[src/rtl/arb_mux_pkg.sv]
// Shared types and helpers for the N:1 arbitrated mux with registered output.
package arb_mux_pkg;

  typedef enum logic {
    MODE_FIXED = 1'b0,
    MODE_RR    = 1'b1
  } arb_mode_e;

  // Widest one-hot vector onehot_to_idx accepts; callers zero-extend.
  localparam int MAX_IN = 64;

  // Index of the lowest set bit; 0 for an all-zero vector.
  function automatic int unsigned onehot_to_idx(input logic [MAX_IN-1:0] onehot);
    int unsigned idx;
    idx = 0;
    for (int i = MAX_IN - 1; i >= 0; i--) begin
      if (onehot[i]) idx = unsigned'(i);
    end
    return idx;
  endfunction

endpackage

[src/rtl/rr_arbiter.sv]
// Combinational rotating-priority arbiter: scans ptr+1, ptr+2, ... modulo NUM_IN.
module rr_arbiter
  import arb_mux_pkg::*;
#(
  parameter int  NUM_IN = 4,
  localparam int SEL_W  = $clog2(NUM_IN)
) (
  input  logic [NUM_IN-1:0] req,
  input  logic [SEL_W-1:0]  ptr,
  output logic [NUM_IN-1:0] grant,
  output logic [SEL_W-1:0]  grant_idx,
  output logic              any_grant
);

  logic found;

  // NOTE: every signal written in always_comb is given a default first so no latch is inferred.
  always_comb begin
    grant = '0;
    found = 1'b0;
    for (int k = 1; k <= NUM_IN; k++) begin
      if (!found && req[(int'(ptr) + k) % NUM_IN]) begin
        grant[(int'(ptr) + k) % NUM_IN] = 1'b1;
        found = 1'b1;
      end
    end
  end

  assign grant_idx = SEL_W'(onehot_to_idx(MAX_IN'(grant)));
  assign any_grant = |grant;

endmodule

[src/rtl/arb_mux_nx1.sv]
// N:1 data selector with valid/ready handshake, fixed or round-robin selection,
// and a single-entry output register that drains and reloads in the same cycle.
module arb_mux_nx1
  import arb_mux_pkg::*;
#(
  parameter int  WIDTH  = 32,
  parameter int  NUM_IN = 4,
  localparam int SEL_W  = $clog2(NUM_IN)
) (
  input  logic                    clk,
  input  logic                    rst,
  input  logic                    mode,
  input  logic [SEL_W-1:0]        sel,
  input  logic [NUM_IN-1:0]       in_valid,
  input  logic [NUM_IN*WIDTH-1:0] in_data,
  output logic [NUM_IN-1:0]       in_ready,
  output logic                    out_valid,
  output logic [WIDTH-1:0]        out_data,
  output logic [SEL_W-1:0]        out_sel,
  input  logic                    out_ready
);

  arb_mode_e         mode_e;
  logic [NUM_IN-1:0] rr_grant;
  logic [SEL_W-1:0]  rr_idx;
  logic              rr_any;
  logic [NUM_IN-1:0] grant;
  logic [SEL_W-1:0]  grant_idx;
  logic              have_grant;
  logic              can_load;
  logic              xfer;

  logic              out_valid_q, out_valid_d;
  logic [WIDTH-1:0]  out_data_q,  out_data_d;
  logic [SEL_W-1:0]  out_sel_q,   out_sel_d;
  logic [SEL_W-1:0]  rr_ptr_q,    rr_ptr_d;

  assign mode_e = arb_mode_e'(mode);

  rr_arbiter #(.NUM_IN(NUM_IN)) u_rr_arbiter (
    .req       (in_valid),
    .ptr       (rr_ptr_q),
    .grant     (rr_grant),
    .grant_idx (rr_idx),
    .any_grant (rr_any)
  );

  // Fixed mode grants the selected channel whether or not it is valid, so
  // in_ready never depends on other channels; out-of-range sel falls back to 0.
  always_comb begin
    grant      = NUM_IN'(1);
    grant_idx  = '0;
    have_grant = 1'b1;
    if (mode_e == MODE_RR) begin
      grant      = rr_grant;
      grant_idx  = rr_idx;
      have_grant = rr_any;
    end else if (int'(sel) < NUM_IN) begin
      grant     = NUM_IN'(1) << sel;
      grant_idx = sel;
    end
  end

  assign can_load = !out_valid_q || out_ready;
  assign in_ready = (!rst && can_load && have_grant) ? grant : '0;
  assign xfer     = |(in_valid & in_ready);

  always_comb begin
    out_valid_d = out_valid_q;
    out_data_d  = out_data_q;
    out_sel_d   = out_sel_q;
    rr_ptr_d    = rr_ptr_q;
    if (xfer) begin
      out_valid_d = 1'b1;
      out_data_d  = in_data[int'(grant_idx)*WIDTH +: WIDTH];
      out_sel_d   = grant_idx;
      if (mode_e == MODE_RR) rr_ptr_d = grant_idx;
    end else if (out_ready) begin
      out_valid_d = 1'b0;
    end
  end

  // NOTE: state registers use non-blocking assignments so every flop samples pre-edge values.
  always_ff @(posedge clk) begin
    if (rst) begin
      out_valid_q <= 1'b0;
      out_data_q  <= '0;
      out_sel_q   <= '0;
      rr_ptr_q    <= SEL_W'(NUM_IN - 1);
    end else begin
      out_valid_q <= out_valid_d;
      out_data_q  <= out_data_d;
      out_sel_q   <= out_sel_d;
      rr_ptr_q    <= rr_ptr_d;
    end
  end

  assign out_valid = out_valid_q;
  assign out_data  = out_data_q;
  assign out_sel   = out_sel_q;

endmodule
[config.mk]
export PLATFORM = sky130hd
export DESIGN_NAME = arb_mux_nx1
export DESIGN_NICKNAME = d
export VERILOG_FILES = /design/src/rtl/arb_mux_pkg.sv /design/src/rtl/rr_arbiter.sv /design/src/rtl/arb_mux_nx1.sv
export SDC_FILE = /design/constraint.sdc
export NUM_CORES = 1
export LEC_CHECK = 0
export CORE_ASPECT_RATIO = 0.9
export CORE_UTILIZATION = 39
export CTS_BUF_LIST = sky130_fd_sc_hd__clkbuf_8
export CTS_CLUSTER_SIZE = 25
export DETAILED_ROUTE_END_ITERATION = 8
export GPL_TIMING_DRIVEN = 0
export PLACE_DENSITY = 0.86
export SLEW_MARGIN = 20
export SYNTH_ARGS = -nofsm -noshare
export SYNTH_HDL_FRONTEND = slang
export SYNTH_SLANG_ARGS = --single-unit
[constraint.sdc]
create_clock -name clk -period 5.1 [get_ports clk]
set_clock_uncertainty 0.15 [all_clocks]
set_input_delay 1.53 -clock clk [delete_from_list [all_inputs] [get_ports clk]]
set_output_delay 1.53 -clock clk [all_outputs]
set_load 0.005 [all_outputs]
# Word-level counts from Yosys, hierarchy flattened

Cells that the tools add are included.

Add/sub/neg operators: 4
Magnitude comparators: 8
Shifts and indexed selects: 2
Multiplexer cells: 37
Bitwise logic cells: 8
Reductions and logical operators: 23

Operator list:

| cell                                                              | number |
|---|---|
| indexed part select 128 x 8 -> 32 bit                             | 1 |
| two-way mux 4 bit                                                 | 6 |
| two-way mux 1 bit                                                 | 18 |
| < comparator 3 x 4 -> 1 bit, second input constant                | 4 |
| greater-or-equal comparator 3 x 1 -> 1 bit, second input constant | 4 |
| OR 4 bit                                                          | 3 |
| two-way mux 2 bit                                                 | 5 |
| logical AND 1 bit                                                 | 9 |
| binary-select mux 1 bit (select 2 bit)                            | 4 |
| demux 1 bit (select 2 bit)                                        | 4 |
| OR reduction 2 bit                                                | 4 |
| OR reduction 4 bit                                                | 2 |
| zero test 1 bit                                                   | 5 |
| adder 2 x 1 -> 2 bit, second input constant                       | 2 |
| adder 2 bit, second input constant                                | 2 |
| bitwise AND 1 bit, first input constant                           | 4 |
| bitwise AND 4 bit                                                 | 1 |
| << shifter 1 x 2 -> 4 bit, first input constant                   | 1 |
| AND reduction 2 bit                                               | 1 |
| nonzero test 2 bit                                                | 1 |
| logical OR 1 bit                                                  | 1 |

Register bits: 37
Logic and storage cells: 86

# Logic depth before layout (Yosys ltp)

Gate-level depths: netlist of the first run.

Depth in word-level cells: 23
Mapped depth: 14
Gate-level depth less buffers: 10

# By module

A second synthesis of the first run with hierarchy kept.

Cell total of the unflattened synthesis: 339
Area, all modules: 3205.6 µm²

By module, submodules not included:

| module      | times used | cells each | area an instance (µm²) | sequential area each (µm²) |
|---|---|---|---|---|
| arb_mux_nx1 | 1          | 298        | 2801.4                 | 740.7 |
| rr_arbiter  | 1          | 41         | 404.1                  | 0.0 |

# Least setup slack after synthesis of the first run

OpenSTA, ideal clock, no wires.

Path kind: in2out
From: input port in_valid[2]
To: output port in_ready[3]
Data arrival time: 3034 ps
Setup slack: 386 ps
Cell stages on the path: 6
Buffers on the path: 0
Cells stage by stage: mux4_2 > nand2_1 > o21a_1 > nand3_2 > o41ai_2 > nor3_1

Cells in the longest elaborated chain, start to end: 17

RTL lines:

| element                                               | line              | source |
|---|---|---|
| start: declaration                                    | arb_mux_nx1.sv:14 | `input logic [NUM_IN-1:0] in_valid,` |
| binary-select mux 1 bit (select 2 bit)                | rr_arbiter.sv:22  | `if (!found && req[(int'(ptr) + k) % NUM_IN]) begin` |
| two-way mux 1 bit (implied by the code) (2 in series) | rr_arbiter.sv:22  |  |
| two-way mux 1 bit                                     | rr_arbiter.sv:22  |  |
| zero test 1 bit                                       | rr_arbiter.sv:22  |  |
| logical AND 1 bit                                     | rr_arbiter.sv:22  |  |
| two-way mux 1 bit                                     | rr_arbiter.sv:22  |  |
| zero test 1 bit                                       | rr_arbiter.sv:22  |  |
| logical AND 1 bit                                     | rr_arbiter.sv:22  |  |
| two-way mux 1 bit                                     | rr_arbiter.sv:22  |  |
| zero test 1 bit                                       | rr_arbiter.sv:22  |  |
| logical AND 1 bit                                     | rr_arbiter.sv:22  |  |
| two-way mux 4 bit *                                   | rr_arbiter.sv:22  |  |
| OR reduction 4 bit                                    | rr_arbiter.sv:30  | `assign any_grant = \|grant;` |
| two-way mux 1 bit                                     | arb_mux_nx1.sv:54 | `if (mode_e == MODE_RR) begin` |
| logical AND 1 bit                                     | arb_mux_nx1.sv:65 | `assign in_ready = (!rst && can_load && have_grant) ? grant : '0;` |
| two-way mux 4 bit *                                   | arb_mux_nx1.sv:65 |  |
| end: declaration                                      | arb_mux_nx1.sv:16 | `output logic [NUM_IN-1:0] in_ready,` |

Mark *: on every way between the ends. The rest lies on a longest branch, timed or not. The select of a mux whose other input is x is not followed.

# Worst setup path in the final report of the first run

From: input port in_valid[2]
To: output port in_ready[0]

The elaborated chain is that of the path after synthesis.

==> results.json, run 1 <==
{
  "dp_cells": 558,
  "clk_pin_slew_ns": 0.07,
  "cp_max_fo": 7,
  "synth_nets": 435,
  "crit_slowest_cell": "mux4_2",
  "synthCells": 289,
  "worstHoldPathCells": 2,
  "rsz0062_at_grt": "yes",
  "status": "complete, but fails checks",
  "post-place-ws_ns": -0.984,
  "worst_slack_ns": -0.0448,
  "portBuffers": 176,
  "hpwlAfterDp_um": 7750,
  "grt_usage_pct": 24.7,
  "path_cells": "buf_8, mux4_2, nand2_1, o21a_1, nand4_1, o41ai_4, buf_4, a211oi_2, buf_2",
  "slew_viol_final": 0,
  "syn_area_um2": 2930,
  "setup_viol": 3,
  "critical_path.max_stage_delay_ns": 0.54,
  "yosys_warnings": 0,
  "fin_crit_sh_pct": 101,
  "grt_pass1_wl_um": 15300,
  "final.setup.tns_ns": -0.0812,
  "syn_avg_cell_area_um2": 10.1,
  "ys.flop_type": "dfxtp_1",
  "cts_buffer_depth": 2,
  "fin_nets": 633,
  "routedWlPerCell_um": 17.7,
  "whs_ns": 0.311,
  "initial_core_util_pct": 41.0,
  "critical_path_arrival_ns": 3.46,
  "violations": "setup timing",
  "fp-row-count": 29,
  "die-height_um": 84.2,
  "worst_pin_slew_ns": 0.838,
  "end_kind": "output port",
  "r2r_cells": 13,
  "num_antenna_cells": 0,
  "fin_crit_ns": 5.14,
  "cts.sinks": 37,
  "critical_path_class": "in2out",
  "leakagePower_nw": 1.90,
  "die_w_um": 93.3,
  "antenna_found_initial": 0,
  "finalWirelength_um": 10300,
  "critPathLaunchType": "primary input",
  "ir_worst_vdd_mv": 0.129,
  "cts_root_buf": "clkbuf_8",
  "clock.fmax_ghz": 0.194,
  "num_vias": 3262,
  "drive_gt1_share_pct": 18.1,
  "ys_ff_latch": 37,
  "coreArea_um2": 7150,
  "drt-initial-drc-count": 94,
  "htree_num_levels": 2,
  "hold_class": "reg2reg",
  "maxCapViolCount": 0,
  "first_pass_iters": 4,
  "synth_cell_type_count": 42,
  "synthToLayoutAreaGrowth_pct": 73.7,
  "routed_via_density": 5.62,
  "crit_required_ns": 3.42,
  "fin_util_pct": 71.2,
  "grt_max_degree": 12,
  "grt_overflow": 0,
  "seq_area_frac_synth_pct": 25.3,
  "postCtsHoldBufs": 0,
  "synth_edf_count": 0,
  "ant_nets": 0,
  "cts_buffers": 5,
  "finalHoldViolCount": 0,
  "clk-insertion-delay-late_ns": 0.28,
  "slew_headroom_pct": 44.1,
  "gp_congestion": 0.905,
  "num_io_pins": 177,
  "grt_pass1_vias": 3271,
  "die_area_um2": 7860,
  "n_fill_cell": 529,
  "drc": 0,
  "finalNonFillerCells": 580,
  "synth_async_sr_flop_share_pct": 0,
  "power.density_nw_per_um2": 240,
  "tritoncts": "built"
}
-- placed cells by master (no fill, tap or decap), types with 2 or more instances in the layout --
master	count
o221ai_1	2
clkbuf_8	5
nand2b_1	3
inv_1	5
a21oi_1	7
and3_1	2
buf_2	8
o21ai_2	3
nor2_1	5
or3b_1	3
o21ai_0	4
clkbuf_16	2
mux2i_1	68
or3_1	2
nand2_1	12
o211ai_1	6
clkdlybuf4s50_1	168
buf_6	6
a41oi_1	4
nand3_1	34
buf_4	14
nor2b_1	2
dfxtp_1	37
o221ai_2	30
buf_12	4
buf_8	3
mux4_2	2
nand3b_1	4
o21a_1	4
ha_1	8
clkbuf_1	9
-- worst paths after layout --
check                                 start     endpoint  slack (ns)
worst min-delay path             out_sel[0]   out_sel[0]        0.31
worst max register to register  rr_ptr_q[1]  out_data[8]        0.80
worst min register to register   out_sel[0]   out_sel[0]        0.31
worst max-delay path            in_valid[2]  in_ready[0]       -0.04
-- area by class of cell --
class                           instances  area, um^2  share of cell area, %
Buffer                                 24         194                   3.81
Timing Repair Buffer                  191        1910                   37.6
Sequential cell                        37         741                   14.6
Multi-Input combinational cell        223        2020                   39.7
Clock inverter                          2        12.5                  0.246
Tap cell                               93         116                   2.29
Clock buffer                            5        68.8                   1.35
Inverter                                5        18.8                  0.369
-- sequential cells by signal, summed over array words and instances (netlist names) --
name and cells:
out_sel 2, out_valid 1, out_data 32, rr_ptr_q 2
-- repair_timing --
action | 4_1_cts | 5_1_grt
setup buffers | 8 | 5
endpoints found under the setup margin | 4 | 4
gates resized for setup | 39 | 16
pin swaps | 5 | 9
cloned | 0 | 2
-- synth_stat cells (2+ instances only) --
cell      number  area (um^2)
nand3b_1       4         30.0
buf_12         3         60.1
a21oi_1        8         40.0
nor2_1         6         22.5
buf_2          5         25.0
o21ai_0        4         20.0
inv_1          4         15.0
nand3_1       34          170
nand2b_1       3         18.8
o221ai_1       2         17.5
ha_1           8          100
nand2_1       12         45.0
clkbuf_1       9         33.8
o21a_1         4         30.0
and3_1         2         12.5
or3b_1         3         26.3
a41oi_1        4         35.0
o211ai_1       6         45.0
nor2b_1        2         12.5
o221ai_2      30          450
buf_6          6         67.6
mux2i_1       68          681
o21ai_1        4         20.0
mux4_2         2         45.0
nor3_1         2         10.0
dfxtp_1       37          741
or3_1          2         12.5
-- power breakdown --
| group | switching, mW | internal [mW] | total [mW] |
|---|---|---|---|
| Combinational | 0.278 | 0.366 | 0.644 |
| Sequential | 0.0304 | 0.342 | 0.373 |
| Clock | 0.110 | 0.0928 | 0.203 |
| Total | 0.419 | 0.800 | 1.22 |
-- worst max-delay path, delay by kind of cell --
family                 cells  cell delay (ns)
AO/OA/AOI/OAI              3             0.65
multiplexers               1             0.54
buffers and inverters      3             0.44
AND/OR/NAND/NOR            2             0.30
-- stage by stage --
step	cell area, um^2	total power [mW]
floorplan	2930	0.692
global placement	4810	0.971
detailed placement	4810	0.986
CTS	4950	1.20
global route	5090	1.28
finish	5090	1.22
-- routing by layer --
| layer | vias to the layer above | wire [um] | GRT usage, % |
|---|---|---|---|
| li1 | 1530 | - | - |
| met1 | 1545 | 4110 | 28.2 |
| met2 | 166 | 5120 | 45.1 |
| met3 | 21 | 859 | 6.70 |
| met4 | 0 | 194 | 6.71 |
| met5 | - | 0 | 0 |
-- cells by family (layout without fill, tap and decap cells) --
kind of cell             count (synthesis)  in the layout  share of synthesized area (%)
flip-flops                              37             37                           25.3
AO/OA/AOI/OAI                           68             68                           25.0
adder cells (fa/ha/maj)                  8              8                           3.42
AND/OR/NAND/NOR                         76             76                           13.9
multiplexers                            71             71                           25.2
buffers and inverters                   29            227                           7.26
No activity file was read; power rests on OpenSTA's default activity.
==> run 2: changes to the inputs <==
CELL_PAD_IN_SITES_DETAIL_PLACEMENT = 0   (was unset)
CELL_PAD_IN_SITES_GLOBAL_PLACEMENT = 1   (was unset)
CORE_UTILIZATION = 28   (was 39)
HOLD_SLACK_MARGIN = 0.12   (was unset)
TNS_END_PERCENT = 100   (was unset)
==> run 2 against run 1 <==
The run still ends with setup timing left. Hold slack improved by 0.0054 ns. Maximum frequency decreased by 1.4%. Cell area increased by 4.9%. Power increased by 7.2%. Sequential share of layout area decreased by 0.68 points. First-iteration DRC count decreased by 5.3%. Core utilization decreased by 19 points. Routed wire length increased by 4.2%. Via count decreased by 1.2%. Register-to-register slack improved by 0.04 ns. Sequential power about the same. Final cell count increased by 8.6%. Largest power group unchanged.
==> results.json, run 2 (synthesized netlist as in run 1, its figures left out) <==
{
  "final.setup.tns_ns": -0.287,
  "critical_path.max_stage_delay_ns": 0.52,
  "drt-initial-drc-count": 89,
  "tritoncts": "built",
  "num_antenna_cells": 0,
  "grt_max_degree": 14,
  "status": "complete, but fails checks",
  "fin_crit_sh_pct": 102,
  "slew_headroom_pct": 44.4,
  "die_area_um2": 10900,
  "synthToLayoutAreaGrowth_pct": 82.3,
  "antenna_found_initial": 0,
  "cts_root_buf": "clkbuf_8",
  "die-height_um": 99.0,
  "routedWlPerCell_um": 17.0,
  "gp_congestion": 0.849,
  "clk-insertion-delay-late_ns": 0.28,
  "crit_required_ns": 3.42,
  "fin_crit_ns": 5.22,
  "fin_area_um2": 5340,
  "coreArea_um2": 10200,
  "critical_path_class": "in2out",
  "cts_buffers": 5,
  "final_common_cell": "clkdlybuf4s50_1",
  "hp-start": "out_sel[0]",
  "hold_class": "reg2reg",
  "dp_cells": 594,
  "clock.fmax_ghz": 0.192,
  "first_pass_iters": 5,
  "ff2ff_setup_slack_ns": 0.84,
  "htree_num_levels": 2,
  "initial_core_util_pct": 28.7,
  "finalWirelength_um": 10700,
  "fin_nets": 646,
  "hpwlAfterDp_um": 7870,
  "holdPathEnd": "out_sel[0]",
  "critical_path_arrival_ns": 3.54,
  "largest_register_ffs": 32,
  "crit_slowest_cell": "mux4_2",
  "portBuffers": 176,
  "clk_pin_slew_ns": 0.09,
  "routed_via_density": 5.11,
  "num_vias": 3222,
  "fp-row-count": 35,
  "drc": 0,
  "slew_viol_final": 0,
  "grt_usage_pct": 18.8,
  "crit_family": "compound AO/OA/AOI/OAI gates",
  "finalNonFillerCells": 630,
  "critPathLaunchType": "primary input",
  "worst_pin_slew_ns": 0.834,
  "drive_gt1_share_pct": 22.0,
  "ant_nets": 0,
  "grt_pass1_vias": 3265,
  "violations": "setup timing",
  "postCtsHoldBufs": 0,
  "num_io_pins": 177,
  "power.density_nw_per_um2": 245,
  "path_cells": "buf_12, mux4_2, nand2_2, o21a_1, nand4_1, o41ai_4, buf_4, buf_6, nor3_2, buf_2",
  "worstHoldPathCells": 2,
  "r2r_cells": 14,
  "dpl-instance-area_um2": 4850,
  "die_w_um": 110,
  "cts.sinks": 37,
  "cp_num_buf_inv": 4,
  "cp_max_fo": 7,
  "worst_slack_ns": -0.116,
  "cts_buffer_depth": 2,
  "grt_overflow": 0,
  "ir_worst_vdd_mv": 0.122,
  "reg2reg_to": "out_data[10]",
  "setup_viol": 3,
  "grt_pass1_wl_um": 15900,
  "rsz0062_at_grt": "yes",
  "finalHoldViolCount": 0,
  "end_kind": "output port",
  "mostFrequentLayoutCells": "clkdlybuf4s50_1, mux2i_1, dfxtp_1",
  "fin_util_pct": 52.3,
  "post-place-ws_ns": -0.965,
  "leakagePower_nw": 2.00,
  "rr_startpoint": "rr_ptr_q[1]",
  "maxCapViolCount": 0
}
[run 2: changes by cell type in the layout (fill, tap and decap cells not counted), sizes merged]
cell / change
buf: +12
bufinv: +1
clkbuf: +1
[run 2: what timing repair did]
item | CTS | global route
gates resized for setup | 42 | 26
hold endpoints to repair | 0 | 0
buffers inserted | 19 | 9
pin swaps | 8 | 15
endpoints found under the setup margin | 4 | 37
gates cloned | 0 | 3
[run 2: how the worst max path moves through the flow]
stage	cells past startpoint	startpoint	endpoint	slack, ns
finish	10	in_valid[1]	in_ready[3]	-0.12
global route	10	in_valid[2]	in_ready[3]	-0.20
CTS	10	in_valid[1]	in_ready[1]	-0.08
detailed placement	8	in_valid[1]	in_ready[1]	-0.96
global placement	8	in_valid[1]	in_ready[0]	-0.95
floorplan	6	in_valid[2]	in_ready[3]	0.39
[run 2: area by class of cell]
| class | count | area (um^2) |
|---|---|---|
| fillers | 946 | 4870 |
| well taps | 129 | 161 |
| flip-flops and latches | 37 | 741 |
| inverters | 5 | 18.8 |
| repair buffers | 205 | 2050 |
| clock buffers | 5 | 68.8 |
| plain buffers | 23 | 183 |
| multi-input cells | 223 | 2070 |
| clock inverters | 3 | 43.8 |
[run 2: tightest hold or removal path, cell delays in order (launching register included)]
cell and delay, ns:
dfxtp_1 0.32, nand2_1 0.05, a21oi_1 0.05
[run 2: stage by stage]
step | power, mW | hold WS, ns
CTS | 1.29 | 0.322
global route | 1.39 | 0.351
global placement | 0.983 | 0.301
floorplan | 0.692 | 0.297
detailed placement | 0.989 | 0.309
finish | 1.31 | 0.316
[run 2: metal layers]
layer / global-route usage, % / part of all wire (%)
met1: 21.5 / 40
met2: 33.8 / 50
met3: 5.22 / 8.2
met4: 5.13 / 1.6
met5: 0 / 0
[run 2: power by group]
part | switching, mW | internal [mW]
sequential | 0.0311 | 0.342
combinational | 0.284 | 0.385
clock | 0.118 | 0.147
==> run 3: changes to the inputs <==
CORE_MARGIN = 5   (was unset)
==> run 3 against run 2 <==
The run still ends with setup timing left. Global-route usage shrank 2.2 points. Via count is 1.8% lower. Final cell count shrank 1.7%. Clock-buffer cell count rose by 2. Cell area fell by 2.3%. Sequential cell count stayed put. Hold slack worse by 0.0097 ns. Register-to-register slack lost 0.02 ns. Worst setup slack better by 0.095 ns. Non-clock buffer count shrank 11. Die area rose by 16%. Maximum frequency rose by 1.9%. Critical path type unchanged. Critical endpoint is now in_ready[2]. Largest power group unchanged.
==> results.json, run 3 (synthesized netlist as in run 1, its figures left out) <==
{
  "finalWirelength_um": 11300,
  "r2r_cells": 15,
  "reg2reg_to": "out_data[7]",
  "gp_congestion": 0.865,
  "holdPathEnd": "out_sel[0]",
  "tritoncts": "built",
  "die-height_um": 107,
  "cts_buffers": 5,
  "die_w_um": 118,
  "cp_max_fo": 9,
  "violations": "setup timing",
  "worstHoldPathCells": 2,
  "final_common_cell": "clkdlybuf4s50_1",
  "finalHoldViolCount": 0,
  "fin_nets": 635,
  "cts.sinks": 37,
  "grt_max_degree": 13,
  "critPathLaunchType": "primary input",
  "drt-initial-drc-count": 104,
  "power_mw": 1.26,
  "worst_pin_slew_ns": 0.786,
  "worst_slack_ns": -0.0216,
  "die_area_um2": 12600,
  "ir_worst_vdd_mv": 0.121,
  "htree_num_levels": 2,
  "grt_pass1_vias": 3238,
  "fin_crit_ns": 5.12,
  "num_io_pins": 177,
  "path_cells": "buf_12, mux4_2, nand2_1, o21a_1, nand4_1, o41ai_4, buf_4, buf_6, nor2_2, buf_2",
  "fin_crit_sh_pct": 100,
  "routedWlPerCell_um": 18.2,
  "mostFrequentLayoutCells": "clkdlybuf4s50_1, mux2i_1, dfxtp_1",
  "num_antenna_cells": 0,
  "fp-row-count": 35,
  "end_kind": "output port",
  "whs_ns": 0.307,
  "slew_viol_final": 0,
  "drc": 0,
  "status": "complete, but fails checks",
  "clock.fmax_ghz": 0.195,
  "ant_nets": 0,
  "slew_headroom_pct": 47.6,
  "largest_register_ffs": 32,
  "cp_num_buf_inv": 4,
  "rr_startpoint": "rr_ptr_q[0]",
  "num_vias": 3163,
  "initial_core_util_pct": 28.6,
  "cts_root_buf": "clkbuf_8",
  "critical_path.max_stage_delay_ns": 0.51,
  "hpwlAfterDp_um": 8690,
  "cts_buffer_depth": 2,
  "clk_pin_slew_ns": 0.07,
  "crit_family": "compound AO/OA/AOI/OAI gates",
  "critical_path_class": "in2out",
  "crit_slowest_cell": "mux4_2",
  "hold_class": "reg2reg",
  "drive_gt1_share_pct": 19.8,
  "antenna_found_initial": 0,
  "coreArea_um2": 10200,
  "clk-insertion-delay-late_ns": 0.28,
  "postCtsHoldBufs": 0,
  "crit_required_ns": 3.42,
  "setup_viol": 1,
  "first_pass_iters": 4,
  "ff2ff_setup_slack_ns": 0.82,
  "critical_path_arrival_ns": 3.44,
  "grt_pass1_wl_um": 17200,
  "hp-start": "out_sel[0]",
  "portBuffers": 176,
  "maxCapViolCount": 0,
  "synthToLayoutAreaGrowth_pct": 78.2,
  "leakagePower_nw": 1.94,
  "rsz0062_at_grt": "yes",
  "routed_via_density": 5.11,
  "power.density_nw_per_um2": 242,
  "grt_overflow": 0,
  "grt_usage_pct": 16.6
}
run 3: cell types whose count changed in the layout (fill, tap and decap cells not counted), moves of 2 or more:
| cell | delta |
|---|---|
| clkbuf_2 | +2 |
| buf_2 | -2 |
| clkbuf_8 | +2 |
| a21oi_2 | +2 |
| a21oi_1 | -2 |
| buf_4 | -10 |
run 3: layout make-up:
type | instances | area, um^2
plain buffers | 24 | 194
clock buffers | 7 | 96.3
repair buffers | 193 | 1960
well taps | 129 | 161
multi-input cells | 223 | 2040
clock inverters | 1 | 8.76
fillers | 991 | 5030
flip-flops and latches | 37 | 741
inverters | 5 | 18.8
run 3: through the flow:
stage | setup TNS (ns) | std cells | area (um^2) | worst slack [ns] | utilization [%]
floorplan | 0 | 289 | 2930 | 0.386 | -
detailed placement | -5.13 | 594 | 4850 | -0.945 | 47.3
global route | -0.174 | 619 | 5220 | -0.120 | 50.9
CTS | 0 | 611 | 5050 | 0.00202 | 49.3
finish | -0.0216 | 619 | 5220 | -0.0216 | 50.9
global placement | -4.01 | 594 | 4850 | -0.913 | 47.3
run 3: tightest hold or removal path, stage by stage, from the launching register on:
cell and delay (ns):
dfxtp_1 0.31, nand2_1 0.05, a21oi_1 0.05
run 3: worst max-delay path by stage:
stage / startpoint / to / slack, ns / depth (start not counted)
final: in_valid[0] / in_ready[2] / -0.02 / 10
after CTS: in_valid[1] / in_ready[1] / 0.002 / 9
after global routing: in_valid[2] / in_ready[2] / -0.12 / 10
after floorplan: in_valid[2] / in_ready[3] / 0.39 / 6
after detailed placement: in_valid[1] / in_ready[3] / -0.94 / 8
after global placement: in_valid[1] / in_ready[3] / -0.91 / 8
run 3: routing by layer:
layer  part of all wire [%]  GRT usage (%)  vias to the layer above
met5                      0              0                        -
met4                   0.75           1.97                        0
met3                    9.3           5.85                        8
met2                     48           28.6                      160
met1                     42           20.6                     1457
li1                       -              -                     1538
run 3: where the power goes:
part           leakage, nW  switching [mW]  internal (mW)  total [mW]
sequential           0.303          0.0330          0.342       0.375
combinational         1.58           0.281          0.373       0.654
clock               0.0549           0.111          0.125       0.236
run 3: timing repair:
item	4_1_cts	5_1_grt
endpoints found under the setup margin	4	4
pin swaps	4	6
gates cloned	0	3
gates resized for setup	39	21
buffers inserted	9	5
